### src/rtl/video_palette_mapper.sv
// video_palette_mapper: 2-cycle pixel-to-RGB palette pipeline with data_io palette loader; SCANLINES_EN adds odd-line dimming
module video_palette_mapper #(
    parameter int         PIX_BITS    = 1,
    parameter int         NUM_PAL     = 4,
    parameter int         COLOR_DEPTH = 6,
    parameter logic [7:0] PAL_INDEX   = 8'h02,
    localparam int        PSW         = NUM_PAL > 1 ? $clog2(NUM_PAL) : 1
) (
    input  logic                   clk_sys,
    input  logic                   reset_n,
    input  logic [PIX_BITS-1:0]    pix_in,
    input  logic                   hs_in,
    input  logic                   vs_in,
    input  logic                   hb_in,
    input  logic                   vb_in,
    input  logic [PSW-1:0]         pal_sel,
`ifdef SCANLINES_EN
    input  logic [1:0]             scanlines,
`endif
    input  logic                   ioctl_download,
    input  logic                   ioctl_wr,
    input  logic [7:0]             ioctl_index,
    input  logic [7:0]             ioctl_dout,
    output logic [COLOR_DEPTH-1:0] r_out,
    output logic [COLOR_DEPTH-1:0] g_out,
    output logic [COLOR_DEPTH-1:0] b_out,
    output logic                   hs_out,
    output logic                   vs_out,
    output logic                   hb_out,
    output logic                   vb_out,
    output logic                   load_busy,
    output logic                   load_err
);
    localparam int CD      = COLOR_DEPTH;
    localparam int RW      = 3 * CD;
    localparam int ENTRIES = NUM_PAL << PIX_BITS;
    localparam int AW      = $clog2(ENTRIES);
    localparam int CW      = $clog2(ENTRIES + 1);

    typedef enum logic [1:0] {IDLE, LD_R, LD_G, LD_B} ld_state_t;

    function automatic logic [CD-1:0] sc(input logic [5:0] v);
        logic [7:0] t;
        t = {v, 2'b00};
        return t[7 -: CD];
    endfunction

    function automatic logic [RW-1:0] preset(input logic [AW-1:0] a);
        logic [1:0]  p;
        logic [17:0] c;
        p = 2'(a >> PIX_BITS);
        c = p == 2'd0 ? {6'h3F, 6'h3F, 6'h3F} :
            p == 2'd1 ? {6'h0D, 6'h3F, 6'h0D} :
            p == 2'd2 ? {6'h3F, 6'h33, 6'h00} : {6'h10, 6'h3F, 6'h29};
        return a[PIX_BITS-1:0] == '0 ? '0 : {sc(c[17:12]), sc(c[11:6]), sc(c[5:0])};
    endfunction

`ifdef SCANLINES_EN
    function automatic logic [CD-1:0] dim(input logic [CD-1:0] x, input logic [1:0] m);
        logic [CD+1:0] t3;
        t3 = {2'b00, x} + {1'b0, x, 1'b0};
        return m == 2'd1 ? t3[CD+1:2] : m == 2'd2 ? x >> 1 : m == 2'd3 ? x >> 2 : x;
    endfunction
`endif

    // RAM holds data XOR preset, so power-up zero contents read back as the preset palettes
    logic [RW-1:0] ram [ENTRIES];

    ld_state_t     state_q, state_d;
    logic [CW-1:0] cnt_q, cnt_d;
    logic [CD-1:0] r_q, r_d, g_q, g_d;
    logic          err_q, err_d;
    logic [PSW-1:0] pal_q, pal_d;
    logic          vs_prev_q, vs_prev_d;
    logic [AW-1:0] addr_q, addr_d;
    logic [3:0]    sync1_q, sync1_d, sync2_q, sync2_d;
    logic [RW-1:0] rgb_q, rgb_d;
    logic          ram_we;
    logic [RW-1:0] ram_wdata, rd_word;
    logic [AW-1:0] waddr;
    logic [CD-1:0] chan;
    logic          active, vs_rise;
`ifdef SCANLINES_EN
    logic          hs_prev_q, hs_prev_d, par_q, par_d, par1_q, par1_d;
    logic [1:0]    sl_mode;
`endif

    assign active  = ioctl_download && ioctl_index == PAL_INDEX;
    assign chan    = ioctl_dout[7 -: CD];
    assign waddr   = AW'(cnt_q);
    assign vs_rise = vs_in & ~vs_prev_q;
    assign rd_word = ram[addr_q] ^ preset(addr_q);

    always_comb begin
        state_d   = state_q;
        cnt_d     = cnt_q;
        r_d       = r_q;
        g_d       = g_q;
        err_d     = err_q;
        ram_we    = 1'b0;
        ram_wdata = {r_q, g_q, chan};
        if (state_q == IDLE) begin
            if (active) begin
                state_d = LD_R;
                cnt_d   = '0;
                err_d   = 1'b0;
            end
        end else if (!active) begin
            state_d = IDLE;
            err_d   = err_q | (state_q != LD_R);
        end else if (ioctl_wr) begin
            if (cnt_q == CW'(ENTRIES)) begin
                err_d = 1'b1;
            end else if (state_q == LD_R) begin
                r_d     = chan;
                state_d = LD_G;
            end else if (state_q == LD_G) begin
                g_d     = chan;
                state_d = LD_B;
            end else begin
                ram_we  = 1'b1;
                cnt_d   = cnt_q + CW'(1);
                state_d = LD_R;
            end
        end
    end

    always_comb begin
        vs_prev_d = vs_in;
        pal_d     = vs_rise ? pal_sel : pal_q;
        addr_d    = AW'({pal_q, pix_in});
        sync1_d   = {hs_in, vs_in, hb_in, vb_in};
        sync2_d   = sync1_q;
`ifdef SCANLINES_EN
        hs_prev_d = hs_in;
        par_d     = vs_rise ? 1'b0 : (hs_in & ~hs_prev_q) ? ~par_q : par_q;
        par1_d    = par_q;
        sl_mode   = par1_q ? scanlines : 2'b00;
        rgb_d     = (sync1_q[1] | sync1_q[0]) ? '0 :
                    {dim(rd_word[RW-1 -: CD], sl_mode), dim(rd_word[2*CD-1 -: CD], sl_mode), dim(rd_word[CD-1:0], sl_mode)};
`else
        rgb_d     = (sync1_q[1] | sync1_q[0]) ? '0 : rd_word;
`endif
    end

    always_ff @(posedge clk_sys) begin
        if (ram_we) ram[waddr] <= ram_wdata ^ preset(waddr);
    end

    always_ff @(posedge clk_sys or negedge reset_n) begin
        if (!reset_n) begin
            state_q   <= IDLE;
            cnt_q     <= '0;
            r_q       <= '0;
            g_q       <= '0;
            err_q     <= 1'b0;
            pal_q     <= '0;
            vs_prev_q <= 1'b0;
            addr_q    <= '0;
            sync1_q   <= '0;
            sync2_q   <= '0;
            rgb_q     <= '0;
`ifdef SCANLINES_EN
            hs_prev_q <= 1'b0;
            par_q     <= 1'b0;
            par1_q    <= 1'b0;
`endif
        end else begin
            state_q   <= state_d;
            cnt_q     <= cnt_d;
            r_q       <= r_d;
            g_q       <= g_d;
            err_q     <= err_d;
            pal_q     <= pal_d;
            vs_prev_q <= vs_prev_d;
            addr_q    <= addr_d;
            sync1_q   <= sync1_d;
            sync2_q   <= sync2_d;
            rgb_q     <= rgb_d;
`ifdef SCANLINES_EN
            hs_prev_q <= hs_prev_d;
            par_q     <= par_d;
            par1_q    <= par1_d;
`endif
        end
    end

    assign {r_out, g_out, b_out}          = rgb_q;
    assign {hs_out, vs_out, hb_out, vb_out} = sync2_q;
    assign load_busy = state_q != IDLE;
    assign load_err  = err_q;
endmodule

### config.mk
export PLATFORM = sky130hd
export DESIGN_NAME = video_palette_mapper
export DESIGN_NICKNAME = d
export VERILOG_FILES = /design/src/rtl/video_palette_mapper.sv
export SDC_FILE = /design/constraint.sdc
export NUM_CORES = 1
export LEC_CHECK = 0
export ABC_AREA = 1
export BUFFER_PORTS_ARGS = -buffer_cell sky130_fd_sc_hd__buf_2
export CAP_MARGIN = 20
export CORE_MARGIN = 2
export CORE_UTILIZATION = 45
export DETAILED_ROUTE_END_ITERATION = 6
export MAX_ROUTING_LAYER = met4
export SLEW_MARGIN = 15
export SYNTH_ARGS = -nofsm -noshare
export SYNTH_HDL_FRONTEND = slang
export SYNTH_SLANG_ARGS = --single-unit
### constraint.sdc
create_clock -name clk_sys -period 6.2 [get_ports clk_sys]
set_input_delay 0.62 -clock clk_sys [delete_from_list [all_inputs] [get_ports clk_sys]]
set_output_delay 0.62 -clock clk_sys [all_outputs]
set_load 0.05 [all_outputs]
# Yosys cells after proc, flatten, opt, wreduce, memory -nomap -nowiden
# Memory sizes are Yosys's and may differ from the RTL's.
# Cells that the tools add are included.
[word_totals] mem_bits_rw=144 regBits=51 out_inout_bits=24 memories=1 wordCells=85 inputBits=27
[classes] addsub=1 n_eq_ne=16 mux=36 n_reduce_logical=11 bitwise_logic=9
[mem_list] memory="ram" words=8 word_bits=18 read_ports=1 rd_clocked_by_memory_dff=0 wr=1 line="67" source="logic [RW-1:0] ram [ENTRIES];"
[ops] operator="18-bit two-way mux" n=9
[ops] operator="18-bit bitwise XOR" n=2
[ops] operator="4-bit two-way mux" n=7
[ops] operator="2-bit two-way mux" n=7
[ops] operator="1-bit two-way mux" n=13
[ops] operator="5-bit AND reduction" n=2
[ops] operator="8-bit by 2-bit equality test with 1-bit output, second input constant" n=1
[ops] operator="2-bit != test, second input constant" n=4
[ops] operator="2-bit by 1-bit equality test with 1-bit output, second input constant" n=3
[ops] operator="2-bit equality test, second input constant" n=3
[ops] operator="2-bit logical NOT" n=3
[ops] operator="3-bit AND reduction" n=2
[ops] operator="6-bit AND reduction" n=1
[ops] operator="4-bit by 1-bit adder with 4-bit output, second input constant" n=1
[ops] operator="4-bit equality test, second input constant" n=1
[ops] operator="1-bit inverter" n=4
[ops] operator="2-bit nonzero test" n=2
[ops] operator="3-bit by 1-bit != test with 1-bit output, second input constant" n=1
[ops] operator="3-bit by 2-bit != test with 1-bit output, second input constant" n=1
[ops] operator="3-bit != test, second input constant" n=1
[ops] operator="2-bit by 1-bit != test with 1-bit output, second input constant" n=1
[ops] operator="1-bit bitwise OR" n=2
[ops] operator="1-bit AND" n=1
[ops] operator="1-bit logical AND" n=1

# Logic depth before layout (Yosys ltp)
# Gate-level depths: netlist of the first run.
[depth] word_depth=9 ltp_mapped=9 depth_no_buf=9

# Least setup slack after synthesis of the first run
# No wires, ideal clock.
[synth_path] path_kind="input to register" startpoint="in ioctl_index[7]" endpoint="mem ram[1][0] in the netlist's numbering (enable)" n_path_buf=0 setup_time_ps=393 arrival_time_ps=2119 slack_ps=3689 path_stages=7 t_required_ps=5807 path_cell_list="nor2_1 -> nand2_1 -> nor2_2 -> nand2_1 -> nor2_1 -> nand2_1 -> nor2_1"
[synth_between] elab_chain_cells=6
[synth_lines] item="start: declaration" line="22" source="input logic [7:0] ioctl_index,"
[synth_lines] item="8-bit by 2-bit equality test with 1-bit output" line="88" source="assign active = ioctl_download && ioctl_index == PAL_INDEX;"
[synth_lines] item="1-bit logical AND" line="88"
[synth_lines] item="1-bit two-way mux" line="108" source="end else if (!active) begin"
[synth_lines] item="1-bit two-way mux" line="102" source="if (state_q == IDLE) begin"
[synth_lines] item="1-bit two-way mux" line="147" source="if (ram_we) ram[waddr] <= ram_wdata ^ preset(waddr);"
[synth_lines] item="1-bit two-way mux (not written as such)" line="147"
[synth_lines] item="end: declaration" line="67"
# No other way between the ends.

# Worst setup path after layout of the first run
[layout_path] startpoint="reg cnt_q[0]" endpoint="mem ram[2][17] in the netlist's numbering (enable)"
[layout_between] elab_chain_cells=7
[layout_lines] item="start: declaration" line="70" source="logic [CW-1:0] cnt_q, cnt_d;"
[layout_lines] item="start signal: assignment" line="170" source="cnt_q <= cnt_d;"
[layout_lines] item="4-bit equality test" line="112" source="if (cnt_q == CW'(ENTRIES)) begin"
[layout_lines] item="1-bit two-way mux" line="112"
[layout_lines] item="1-bit two-way mux" line="111" source="end else if (ioctl_wr) begin"
[layout_lines] item="1-bit two-way mux" line="108"
[layout_lines] item="1-bit two-way mux" line="102"
[layout_lines] item="1-bit two-way mux" line="147"
[layout_lines] item="1-bit two-way mux (not written as such)" line="147"
# Several ways; a longest one is shown, not always the timed one.

==> flow_summary.rst, run 1 <==
.. list-table::
   :header-rows: 1

   * - Metric
     - Value
   * - Maximum number of pins on one net before global-route repair
     - 80
   * - First-pass GRT wire length
     - about 28000 um
   * - Clock tree from TritonCTS
     - done
   * - Cell chosen for the clock root
     - sky130_fd_sc_hd__clkbuf_16
   * - Number of placement rows
     - 50
   * - Register cell area after layout
     - ~5600 um2
   * - Largest family of logic cells by synthesized area
     - simple AND/OR/NAND/NOR gates
   * - Reported leakage power
     - approximately 4.1 nW
   * - Crit start category
     - flip-flop
   * - Most common library cell in the layout ignoring fill and taps
     - sky130_fd_sc_hd__nand2_1
   * - Post-synthesis simple-gate area fraction
     - 20.68%
   * - Clock transition at the registers of the reported paths
     - about 0.070 ns
   * - Half-perimeter wire length of the detailed placement result
     - about 10000 um
   * - Most frequent cells in the layout
     - 192 x sky130_fd_sc_hd__nand2_1, 144 x sky130_fd_sc_hd__edfxtp_1, 102 x sky130_fd_sc_hd__inv_1
   * - RSZ-0062 raised after global routing
     - no
   * - F_max
     - 367.6 MHz
   * - Cell area after placement
     - 8994 um2
   * - CP required
     - 6.32 ns
   * - Synth Area per Inst
     - ~11 um2
   * - Sequential element share of the synthesized area
     - roughly two thirds
   * - Net total in the final layout
     - ~900
   * - Die area
     - roughly 20000 um2
   * - Residual antenna-violating net count after detailed routing
     - 0
   * - Chip height
     - 141.7 um
   * - Synthesis-to-layout area growth
     - 12.25%
   * - Global-route total usage across every layer
     - 19.31%
   * - Time the final worst path needs with I/O delays and setup
     - roughly 2.7 ns
   * - Top-area cell type share of the netlist area
     - 50.68%
   * - Clock buffer count from CTS
     - 17
   * - Floorplan die width
     - approximately 140 um
   * - Number of remaining DRC errors
     - 0
   * - Number of distinct library cells after synthesis
     - 31
   * - Count of final hold-check violations
     - 0
   * - Period utilisation layout
     - between 40% and 50%
   * - Final total negative setup slack
     - 0 ns
   * - Synthesized flop and latch total
     - 194
   * - Number of filler instances in the final layout
     - 1627
   * - Via density
     - approximately 5
   * - Portion of netlist area occupied by mux cells
     - less than 1%
   * - Largest cells by area after synthesis
     - sky130_fd_sc_hd__edfxtp_1 51%, sky130_fd_sc_hd__dfrtp_1 15%, sky130_fd_sc_hd__nand2_1 8.4%
   * - Share of layout cells above drive strength 1
     - between 10 and 15%
   * - Number of port buffers
     - 48
   * - Compound-cell area share of the yosys netlist
     - approximately 2.4%
   * - Number of warnings issued by yosys
     - 0
   * - CP max FO
     - 14
   * - Run status
     - completed
   * - Endpoint kind of the worst setup timing path
     - flip-flop
   * - Cell area power density
     - slightly below 300 nW/um2
   * - Source-to-sink clock delay at the later pin of the worst-skew pair
     - approximately 0.43 ns
   * - Xor/xnor cell area share of the yosys netlist
     - 2.053%
   * - Initial standard-cell utilization of the core
     - 45.77%
   * - Data arrival, critical path
     - around 2.8 ns
   * - Number of global-route vias before repair
     - about 5200
   * - Floorplan core area
     - roughly 19000 um2
   * - Violation count after the first detailed-routing iteration
     - 350
   * - Worst relative slew slack
     - between 20% and 30%
   * - Quantity of hold-fixing buffers added after cts
     - 0
   * - Post-synth design cell area
     - 8532 um2
   * - Cell count after synthesis
     - just over 800
   * - Final WL
     - 17710 um
   * - H-tree levels
     - 4
   * - Worst Setup Path Type
     - reg2reg
   * - Final instance area
     - around 9600 um2
   * - Diode count
     - 0
   * - Number of resized instances in the post-cts repair step
     - 0
   * - Peak supply drop
     - approximately 0.00019 V
   * - Number of endpoints failing setup at the final stage
     - 0
   * - Routability-driven placement congestion ratio
     - approximately 0.83
   * - Synth Area in Adders
     - around 2.3%
   * - Actual slew at the worst max-slew pin
     - 1.069 ns
   * - Setup repair bufs after CTS
     - 0
   * - Average wire per cell in the routed design
     - 16.08 um
   * - # IOs
     - 51
   * - Cell taking the most area after synthesis
     - sky130_fd_sc_hd__edfxtp_1
   * - Count of clock tree sinks
     - around 190
   * - Number of antenna violations at the first check in global routing
     - 0
   * - Min-delay worst type
     - in2reg
   * - Buffer levels on the longest clock path
     - 2
   * - Post-Syn Nets
     - 850
   * - Clk_skew
     - about 0.005 ns
   * - Residual overflow from global routing
     - 0
   * - Max-cap check violation count
     - 0
   * - Detailed-routing iteration count for the pre-antenna-repair pass
     - 5
   * - Pins over their slew limit
     - 0
   * - Vias
     - about 5500
   * - Area used by multi-input combinational logic
     - approximately 2400 um2
final timing paths:
path	cells after the start	end	slack [ns]	start
worst max-delay path	8	ram[2][17]$_DFFE_PP_	3.48	cnt_q[0]$_DFFE_PN0P_
worst min-delay path	1	sync1_q[3]$_DFF_PN0_	0.29	hs_in
worst max register to register	8	ram[2][17]$_DFFE_PP_	3.48	cnt_q[0]$_DFFE_PN0P_
worst min register to register	0	sync2_q[3]$_DFF_PN0_	0.35	sync1_q[3]$_DFF_PN0_
min in group asynchronous	2	rgb_q[9]$_DFF_PN0_	0.32	reset_n
max in group asynchronous	2	addr_q[1]$_DFF_PN0_	5.39	reset_n
Yosys cell counts, drive strengths merged:
library cell  number
or2                2
inv              105
edfxtp           144
nand2            194
o21ai             17
nor2              90
dfrtp             50
ha                16
a21oi             14
nand3             90
xnor2             11
nor3               2
clkbuf             6
nand4             19
o22ai              5
xor2               9
buf               28
o211ai             3
mux2               2
cells by family (layout without fill, tap and decap cells):
logic type,Yosys count,count (layout)
AOI/OAI and AO/OA,39,39
DFF,194,194
and+or+nand+nor,397,397
xor gates and xnor gates,20,20
buffers and inverters,139,199
adders and majority gates,16,16
muxes,2,2
registers in the layout, indices dropped and copies added (netlist names):
register and flops:
ram 144, rgb_q 18, g_q 6, r_q 6, cnt_q 4, sync1_q 4, sync2_q 4, addr_q 3
pal_q 2, state_q 2, load_err 1
layout make-up:
cell class / count / area share [%]
inverters: 105 / 4.142
flip-flops and latches: 194 / 58.24
repair buffers: 62 / 3.606
clock inverters: 15 / 1.646
multi-input cells: 474 / 24.86
clock buffers: 17 / 4.442
well taps: 234 / 3.057
per-layer routing:
metal	global-route usage [%]	share of wire, %	vias to the layer above
li1	-	-	2729
met1	25.34	46	2587
met2	30.99	49	119
met3	4.016	4.5	17
met4	4.947	0.99	0
met5	-	0	-
metrics by stage:
stage | power, mW | worst slack, ns | cells | utilization, % | hold WS [ns]
after floorplan | 1.668 | 3.689 | 807 | - | 0.3244
after CTS | 2.824 | 3.449 | 1101 | 51.37 | 0.2783
final | 2.802 | 3.479 | 1101 | 51.37 | 0.2875
after global routing | 2.903 | 3.232 | 1101 | 51.37 | 0.2783
after global placement | 1.745 | 3.486 | 1069 | 48.24 | 0.3393
after detailed placement | 1.748 | 3.456 | 1069 | 48.24 | 0.3378
where the power goes:
group          switching, mW  leakage, nW  internal, mW
clock network          0.487        0.266         0.597
registers            0.00758         1.81          1.41
logic                  0.223         2.06        0.0808
critical path, stage by stage, from the launching register on:
cell,delay (ns)
sky130_fd_sc_hd__dfrtp_1,0.64
sky130_fd_sc_hd__inv_1,0.22
sky130_fd_sc_hd__ha_1,0.25
sky130_fd_sc_hd__nand2_1,0.09
sky130_fd_sc_hd__o21ai_1,0.13
sky130_fd_sc_hd__inv_2,0.20
sky130_fd_sc_hd__nand4_4,0.18
sky130_fd_sc_hd__nor2_2,0.35
sky130_fd_sc_hd__buf_4,0.34
Note: power is estimated with default switching activity, not from simulation.
==> inputs of run 2 (changes only) <==
Settings changed: ABC_AREA 1 to 0.
Clock period 6.2 ns to 2.6 ns, I/O delays scaled along.
==> run 2 against run 1 <==
Net effect: sequential power is 140% higher; combinational power is 77% higher; global-route usage is 1.1 points lower; die area is 7.7% lower; clock power grew to 2.5 times the previous value; core utilization is 2.5 points higher; critical path depth is 1 lower; setup slack worse by 3.2 ns; highest routed layer unchanged.
==> flow_summary.rst, run 2 <==
.. list-table::
   :header-rows: 1

   * - Metric
     - Value
   * - Clock tree from TritonCTS
     - done
   * - Cell taking the most area after synthesis
     - sky130_fd_sc_hd__edfxtp_1
   * - Worst setup slack after placement
     - ~0.31 ns
   * - Number of filler instances in the final layout
     - 1418
   * - Average wire per cell in the routed design
     - approximately 20 um
   * - Source-to-sink clock delay at the later pin of the worst-skew pair
     - approximately 0.43 ns
   * - Cell area power density
     - 720.2 nW/um2
   * - F_max
     - 436.6 MHz
   * - First-pass GRT wire length
     - 23550 um
   * - Chip height
     - about 140 um
   * - Slowest stage delay, CP
     - 0.46 ns
   * - Detailed-routing iteration count for the pre-antenna-repair pass
     - 4
   * - CP max FO
     - 18
   * - Count of clock tree sinks
     - a little under 200
   * - Most frequent cells in the layout
     - 144 x sky130_fd_sc_hd__edfxtp_1, 48 x sky130_fd_sc_hd__dfrtp_1, 48 x sky130_fd_sc_hd__buf_2
   * - Count of final hold-check violations
     - 0
   * - # IOs
     - 51
   * - Pins over their slew limit
     - 0
   * - Top cells by instance count after synthesis
     - 144 x sky130_fd_sc_hd__edfxtp_1, 50 x sky130_fd_sc_hd__dfrtp_1, 35 x sky130_fd_sc_hd__mux4_2, 20 x sky130_fd_sc_hd__xnor2_1, 18 x sky130_fd_sc_hd__mux2i_1
   * - Clk_skew
     - between 0.01 and 0.015 ns
   * - Min Hold Slack
     - between 0.07 and 0.08 ns
   * - Post-synth EDFFs
     - around 140
   * - Worst-case setup margin in the final layout
     - roughly 0.31 ns
   * - Die area
     - between 15000 and 20000 um2
   * - Cell count after synthesis
     - 426
   * - Ordered list of cells on the worst path
     - inv_1, ha_1, nand3b_1, nand2_1, or3_1, nor2_4, buf_12
   * - Most common library cell in the layout ignoring fill and taps
     - sky130_fd_sc_hd__edfxtp_1
   * - Number of port buffers
     - 48
   * - Cell chosen for the clock root
     - sky130_fd_sc_hd__clkbuf_16
   * - Global-route total usage across every layer
     - 18.21%
   * - Number of remaining DRC errors
     - 0
   * - CP required
     - approximately 2.7 ns
   * - Number of endpoints failing setup at the final stage
     - 0
   * - Initial standard-cell utilization of the core
     - between 40% and 50%
   * - Number of resized instances in the post-cts repair step
     - 0
   * - Crit path max-delay family
     - simple AND/OR/NAND/NOR gates
   * - Number of global-route vias before repair
     - just over 4000
   * - Peak supply drop
     - about 0.00050 V
   * - Worst relative slew slack
     - ~55%
   * - Number of warnings issued by yosys
     - 0
   * - Registers with the highest flip-flop counts
     - ram: 144 flops, rgb_q: 18 flops
   * - Final WL
     - ~15000 um
   * - Final total negative setup slack
     - 0 ns
   * - Post-Syn Nets
     - roughly 470
   * - Min-delay worst type
     - in2reg
   * - Async S/R FF share, synth
     - 25.77%
   * - Period utilisation layout
     - 88.09%
   * - Residual antenna-violating net count after detailed routing
     - 0
   * - Half-perimeter wire length of the detailed placement result
     - slightly above 9000 um
   * - Actual slew at the worst max-slew pin
     - around 0.67 ns
   * - Post-synth design cell area
     - between 7000 and 8000 um2
   * - Synthesized flop and latch total
     - 194
   * - Data arrival, critical path
     - 2.41 ns
   * - Maximum number of pins on one net before global-route repair
     - 37
   * - Largest cells by area after synthesis
     - sky130_fd_sc_hd__edfxtp_1 55%, sky130_fd_sc_hd__dfrtp_1 16%, sky130_fd_sc_hd__mux4_2 10%
   * - Worst Setup Path Type
     - reg2reg
   * - Number of antenna violations at the first check in global routing
     - 0
   * - Endpoint kind of the worst setup timing path
     - flip-flop
   * - Critical path buffers and inverters
     - 2
   * - Time the final worst path needs with I/O delays and setup
     - 2.290 ns
   * - Synthesis-to-layout area growth
     - 17.89%
   * - Number of placement rows
     - 48
   * - H-tree levels
     - 4
   * - Number of distinct library cells after synthesis
     - 46
   * - Max-cap check violation count
     - 0
   * - Share of layout cells above drive strength 1
     - 29.69%
   * - Via density
     - ~5.2
   * - Floorplan die width
     - between 100 and 150 um
   * - Clock transition at the registers of the reported paths
     - ~0.06 ns
   * - Net total in the final layout
     - 542
   * - Diode count
     - 0
   * - RSZ-0062 raised after global routing
     - no
   * - Sequential element share of the synthesized area
     - between 70% and 80%
   * - Synth Area per Inst
     - roughly 18 um2
   * - Residual overflow from global routing
     - 0
   * - Most numerous cell in the Yosys netlist
     - sky130_fd_sc_hd__edfxtp_1
   * - Vias
     - approximately 3800
   * - Top-area cell type share of the netlist area
     - 55.07%
   * - Clock buffer count from CTS
     - 17
   * - Cell with the largest stage delay on the worst path
     - sky130_fd_sc_hd__or3_1
   * - Register containing the most flip-flops in the final layout
     - ram
   * - Routability-driven placement congestion ratio
     - 0.8518
   * - Violation count after the first detailed-routing iteration
     - approximately 310
   * - Flip-flop count of the largest register after layout
     - about 140
   * - Buffer levels on the longest clock path
     - 2
   * - Reported leakage power
     - 3.758 nW
   * - Crit start category
     - flip-flop
   * - Final total power
     - approximately 6.7 mW
   * - Run status
     - completed
   * - Post-synth top flop
     - sky130_fd_sc_hd__edfxtp_1
   * - Floorplan core area
     - roughly 17000 um2
run 2: cell types whose count changed in the layout (fill, tap and decap cells not counted), sizes merged, moves of 9 or more:
cell    before  now
nand4       19    2
mux2         2   15
mux2i        0   18
nor2        90   15
mux4         0   35
nand2b       0   11
o21ai       17    7
nand2      194   13
nand3       90    1
xnor2       11   20
inv        109   17
run 2: what timing repair did:
action                    4_1_cts  5_1_grt
setup buffers                   0        0
hold endpoints to repair       55        0
hold buffers                    6        0
run 2: routing by layer:
layer	GRT usage (%)	part of all wire, %	up-vias
met5	-	0	-
met2	28.98	51	79
li1	-	-	1762
met3	3.840	4.0	8
met4	6.481	0.76	0
met1	23.35	44	1969
run 2: cells by family after synthesis:
kind of cell | after synthesis | synth area share (%)
xor gates and xnor gates | 26 | 2.900
buffers and inverters | 31 | 1.753
and+or+nand+nor | 67 | 5.179
adders and majority gates | 16 | 2.549
DFF | 194 | 71.00
AOI/OAI and AO/OA | 24 | 1.848
muxes | 68 | 14.77
run 2: final cells by class:
cell class	instances	area, um2	share of cell area [%]
Clock buffer	25	571.8	6.177
Timing Repair Buffer	72	548.0	5.920
Clock inverter	7	73.82	0.7974
Sequential cell	194	5578	60.25
Multi-Input combinational cell	201	2156	23.29
Inverter	13	48.80	0.5271
Tap cell	225	281.5	3.041
run 2: path summary, 6_finish.rpt:
path                                      start                    to  slack [ns]  depth (start not counted)
setup / recovery           cnt_q[1]$_DFFE_PN0P_   ram[7][9]$_DFFE_PP_        0.31                          7
hold / removal                       pal_sel[0]  pal_q[0]$_DFFE_PN0P_        0.08                          2
setup reg to reg           cnt_q[1]$_DFFE_PN0P_   ram[7][9]$_DFFE_PP_        0.31                          7
hold reg to reg            sync1_q[3]$_DFF_PN0_  sync2_q[3]$_DFF_PN0_        0.35                          0
max in group asynchronous               reset_n  load_err$_DFFE_PN0P_        1.92                          3
min in group asynchronous               reset_n    rgb_q[9]$_DFF_PN0_        0.37                          3
run 2: per-stage QoR:
stage / utilization (%) / area (um2) / std cells
finish: 53.90 / 9258 / 737
CTS: 53.90 / 9258 / 737
floorplan: - / 7870 / 426
detailed placement: 49.79 / 8552 / 699
global route: 53.90 / 9258 / 737
global placement: 49.79 / 8552 / 699
run 2: power breakdown:
part	switching (mW)	internal (mW)	total (mW)
sequential	0.0355	3.35	3.39
combinational	0.335	0.202	0.537
clock	1.10	1.64	2.75
==> inputs of run 3 (changes only) <==
Settings changed: CELL_PAD_IN_SITES_DETAIL_PLACEMENT set to 2, CELL_PAD_IN_SITES_GLOBAL_PLACEMENT set to 2, MAX_ROUTING_LAYER met4 to not set, PLACE_DENSITY_LB_ADDON set to 0.1.
==> run 3 against run 2 <==
Net effect: cell area down 0.14%; setup slack worse by 0.063 ns; register-to-register slack worse by 0.06 ns; worst hold slack about the same; global-route usage up 3.4 points; cell count up 0.68%.
==> flow_summary.rst, run 3 (same netlist as run 2, synthesis figures left out) <==
.. list-table::
   :header-rows: 1

   * - Metric
     - Value
   * - Clock buffer count from CTS
     - 17
   * - Buffer levels on the longest clock path
     - 2
   * - Worst setup slack after placement
     - roughly 0.28 ns
   * - Pins over their slew limit
     - 0
   * - Run status
     - completed
   * - Registers with the highest flip-flop counts
     - ram: 144 flops, rgb_q: 18 flops
   * - Chip height
     - ~140 um
   * - Slowest stage delay, CP
     - 0.48 ns
   * - Floorplan core area
     - about 17000 um2
   * - Cell chosen for the clock root
     - sky130_fd_sc_hd__clkbuf_16
   * - Number of resized instances in the post-cts repair step
     - 0
   * - Clock transition at the registers of the reported paths
     - 0.07 ns
   * - Final WL
     - 18450 um
   * - CP max FO
     - 5
   * - Hold worst-path end
     - pal_q[0]$_DFFE_PN0P_
   * - Endpoint kind of the worst setup timing path
     - flip-flop
   * - Via density
     - approximately 5.4
   * - Global-route total usage across every layer
     - 21.56%
   * - Time the final worst path needs with I/O delays and setup
     - 2.354 ns
   * - Count of clock tree sinks
     - between 150 and 200
   * - F_max
     - about 420 MHz
   * - Hold depth
     - 2
   * - Worst-case setup margin in the final layout
     - 0.2465 ns
   * - Setup repair bufs after CTS
     - 0
   * - Clock tree from TritonCTS
     - done
   * - # IOs
     - 51
   * - Max-cap check violation count
     - 0
   * - Synthesis-to-layout area growth
     - 17.73%
   * - Number of gates on the worst path with buffers counted
     - 6
   * - Residual antenna-violating net count after detailed routing
     - 0
   * - Number of global-route vias before repair
     - approximately 4600
   * - Violation count after the first detailed-routing iteration
     - roughly 200
   * - Floorplan die width
     - between 100 and 150 um
   * - Average wire per cell in the routed design
     - 24.87 um
   * - Most frequent cells in the layout
     - 144 x sky130_fd_sc_hd__edfxtp_1, 48 x sky130_fd_sc_hd__dfrtp_1, 48 x sky130_fd_sc_hd__buf_2
   * - Period utilisation layout
     - about nine tenths
   * - Cell area power density
     - just over 700 nW/um2
   * - Clk_skew
     - around 0.0077 ns
   * - Core Util, Final
     - a little over half
   * - Number of antenna violations at the first check in global routing
     - 0
   * - RSZ-0062 raised after global routing
     - no
   * - Half-perimeter wire length of the detailed placement result
     - approximately 12000 um
   * - Peak supply drop
     - approximately 0.00042 V
   * - Residual overflow from global routing
     - 0
   * - Diode count
     - 0
   * - Final total negative setup slack
     - 0 ns
   * - Number of placement rows
     - 48
   * - Fraction of met1 tracks used by global routing
     - between 20% and 30%
   * - Worst Setup Path Type
     - reg2reg
   * - Global routing met2 resource utilization
     - between 30% and 40%
   * - Reg2Reg Depth
     - 6
   * - Cell with the largest stage delay on the worst path
     - sky130_fd_sc_hd__nor3_1
   * - Routability-driven placement congestion ratio
     - around 0.73
   * - Ordered list of cells on the worst path
     - inv_1, ha_1, nand4b_1, nor3_1, and3_1, buf_4
   * - First-pass GRT wire length
     - 28120 um
   * - Most common library cell in the layout ignoring fill and taps
     - sky130_fd_sc_hd__edfxtp_1
   * - Quantity of hold-fixing buffers added after cts
     - 5
   * - Worst relative slew slack
     - a little under 50%
   * - Number of endpoints failing setup at the final stage
     - 0
   * - Number of port buffers
     - between 40 and 50
   * - Number of remaining DRC errors
     - 0
   * - Initial standard-cell utilization of the core
     - 45.72%
   * - Min-delay worst type
     - in2reg
   * - Final total power
     - 6.547 mW
   * - Worst hold start
     - pal_sel[0]
   * - Critical path buffers and inverters
     - 2
   * - Reported leakage power
     - 3.752 nW
   * - Register containing the most flip-flops in the final layout
     - ram
   * - Data arrival, critical path
     - about 2.5 ns
   * - GR met3 Demand/Resource
     - under 10%
   * - H-tree levels
     - 4
   * - Maximum number of pins on one net before global-route repair
     - 44
   * - Die area
     - 18520 um2
   * - Launch point of the worst reg-to-reg path
     - state_q[1]$_DFFE_PN0P_
   * - GRT busiest layer
     - met2
   * - Flip-flop count of the largest register after layout
     - 144
   * - Vias
     - approximately 4000
   * - CP required
     - 2.74 ns
   * - Min Hold Slack
     - approximately 0.075 ns
   * - Net total in the final layout
     - 547
   * - Detailed-routing iteration count for the pre-antenna-repair pass
     - 4
   * - Count of final hold-check violations
     - 0
   * - Crit path max-delay family
     - simple AND/OR/NAND/NOR gates
   * - Crit start category
     - flip-flop
   * - Actual slew at the worst max-slew pin
     - 0.7614 ns
   * - End of the worst register-to-register path
     - ram[3][15]$_DFFE_PP_
   * - Source-to-sink clock delay at the later pin of the worst-skew pair
     - around 0.43 ns
   * - FF-to-FF setup slack
     - ~0.25 ns
   * - Share of layout cells above drive strength 1
     - 30.75%
## run 3: per-layer routing
layer	wire length [um]	part of all wire, %
met1	8100	44
met2	9512	52
met3	598	3.2
met4	238	1.3
met5	0	0
## run 3: per-stage QoR
stage / instance area, um2 / std cells
finish: 9245 / 742
global route: 9245 / 742
CTS: 9215 / 740
detailed placement: 8582 / 703
global placement: 8582 / 703
floorplan: 7870 / 426
## run 3: area by class of cell
cell class,instances,area [um2]
clock buffer,17,425.4
clock inverter,15,157.7
fill,1533,7931
tap,225,281.5
timing repair buffer,77,598.1
sequential,194,5578
inverter,13,48.80
multi-input combinational,201,2156
## run 3: where the power goes
| part | internal, mW | leakage (nW) | switching, mW |
|---|---|---|---|
| sequential | 3.35 | 2.19 | 0.0311 |
| combinational | 0.209 | 1.28 | 0.357 |
| clock | 1.43 | 0.282 | 1.17 |
| total | 4.99 | 3.75 | 1.56 |
## run 3: how the worst max path moves through the flow
stage                                end              startpoint  slack [ns]
global placement     ram[1][8]$_DFFE_PP_          ioctl_index[2]        0.42
detailed placement   ram[3][7]$_DFFE_PP_  state_q[1]$_DFFE_PN0P_        0.28
finish              ram[3][15]$_DFFE_PP_  state_q[1]$_DFFE_PN0P_        0.25
floorplan            ram[2][0]$_DFFE_PP_    cnt_q[0]$_DFFE_PN0P_        0.04
global route        ram[3][17]$_DFFE_PP_  state_q[0]$_DFFE_PN0P_        0.12
CTS                 ram[3][17]$_DFFE_PP_  state_q[1]$_DFFE_PN0P_        0.24
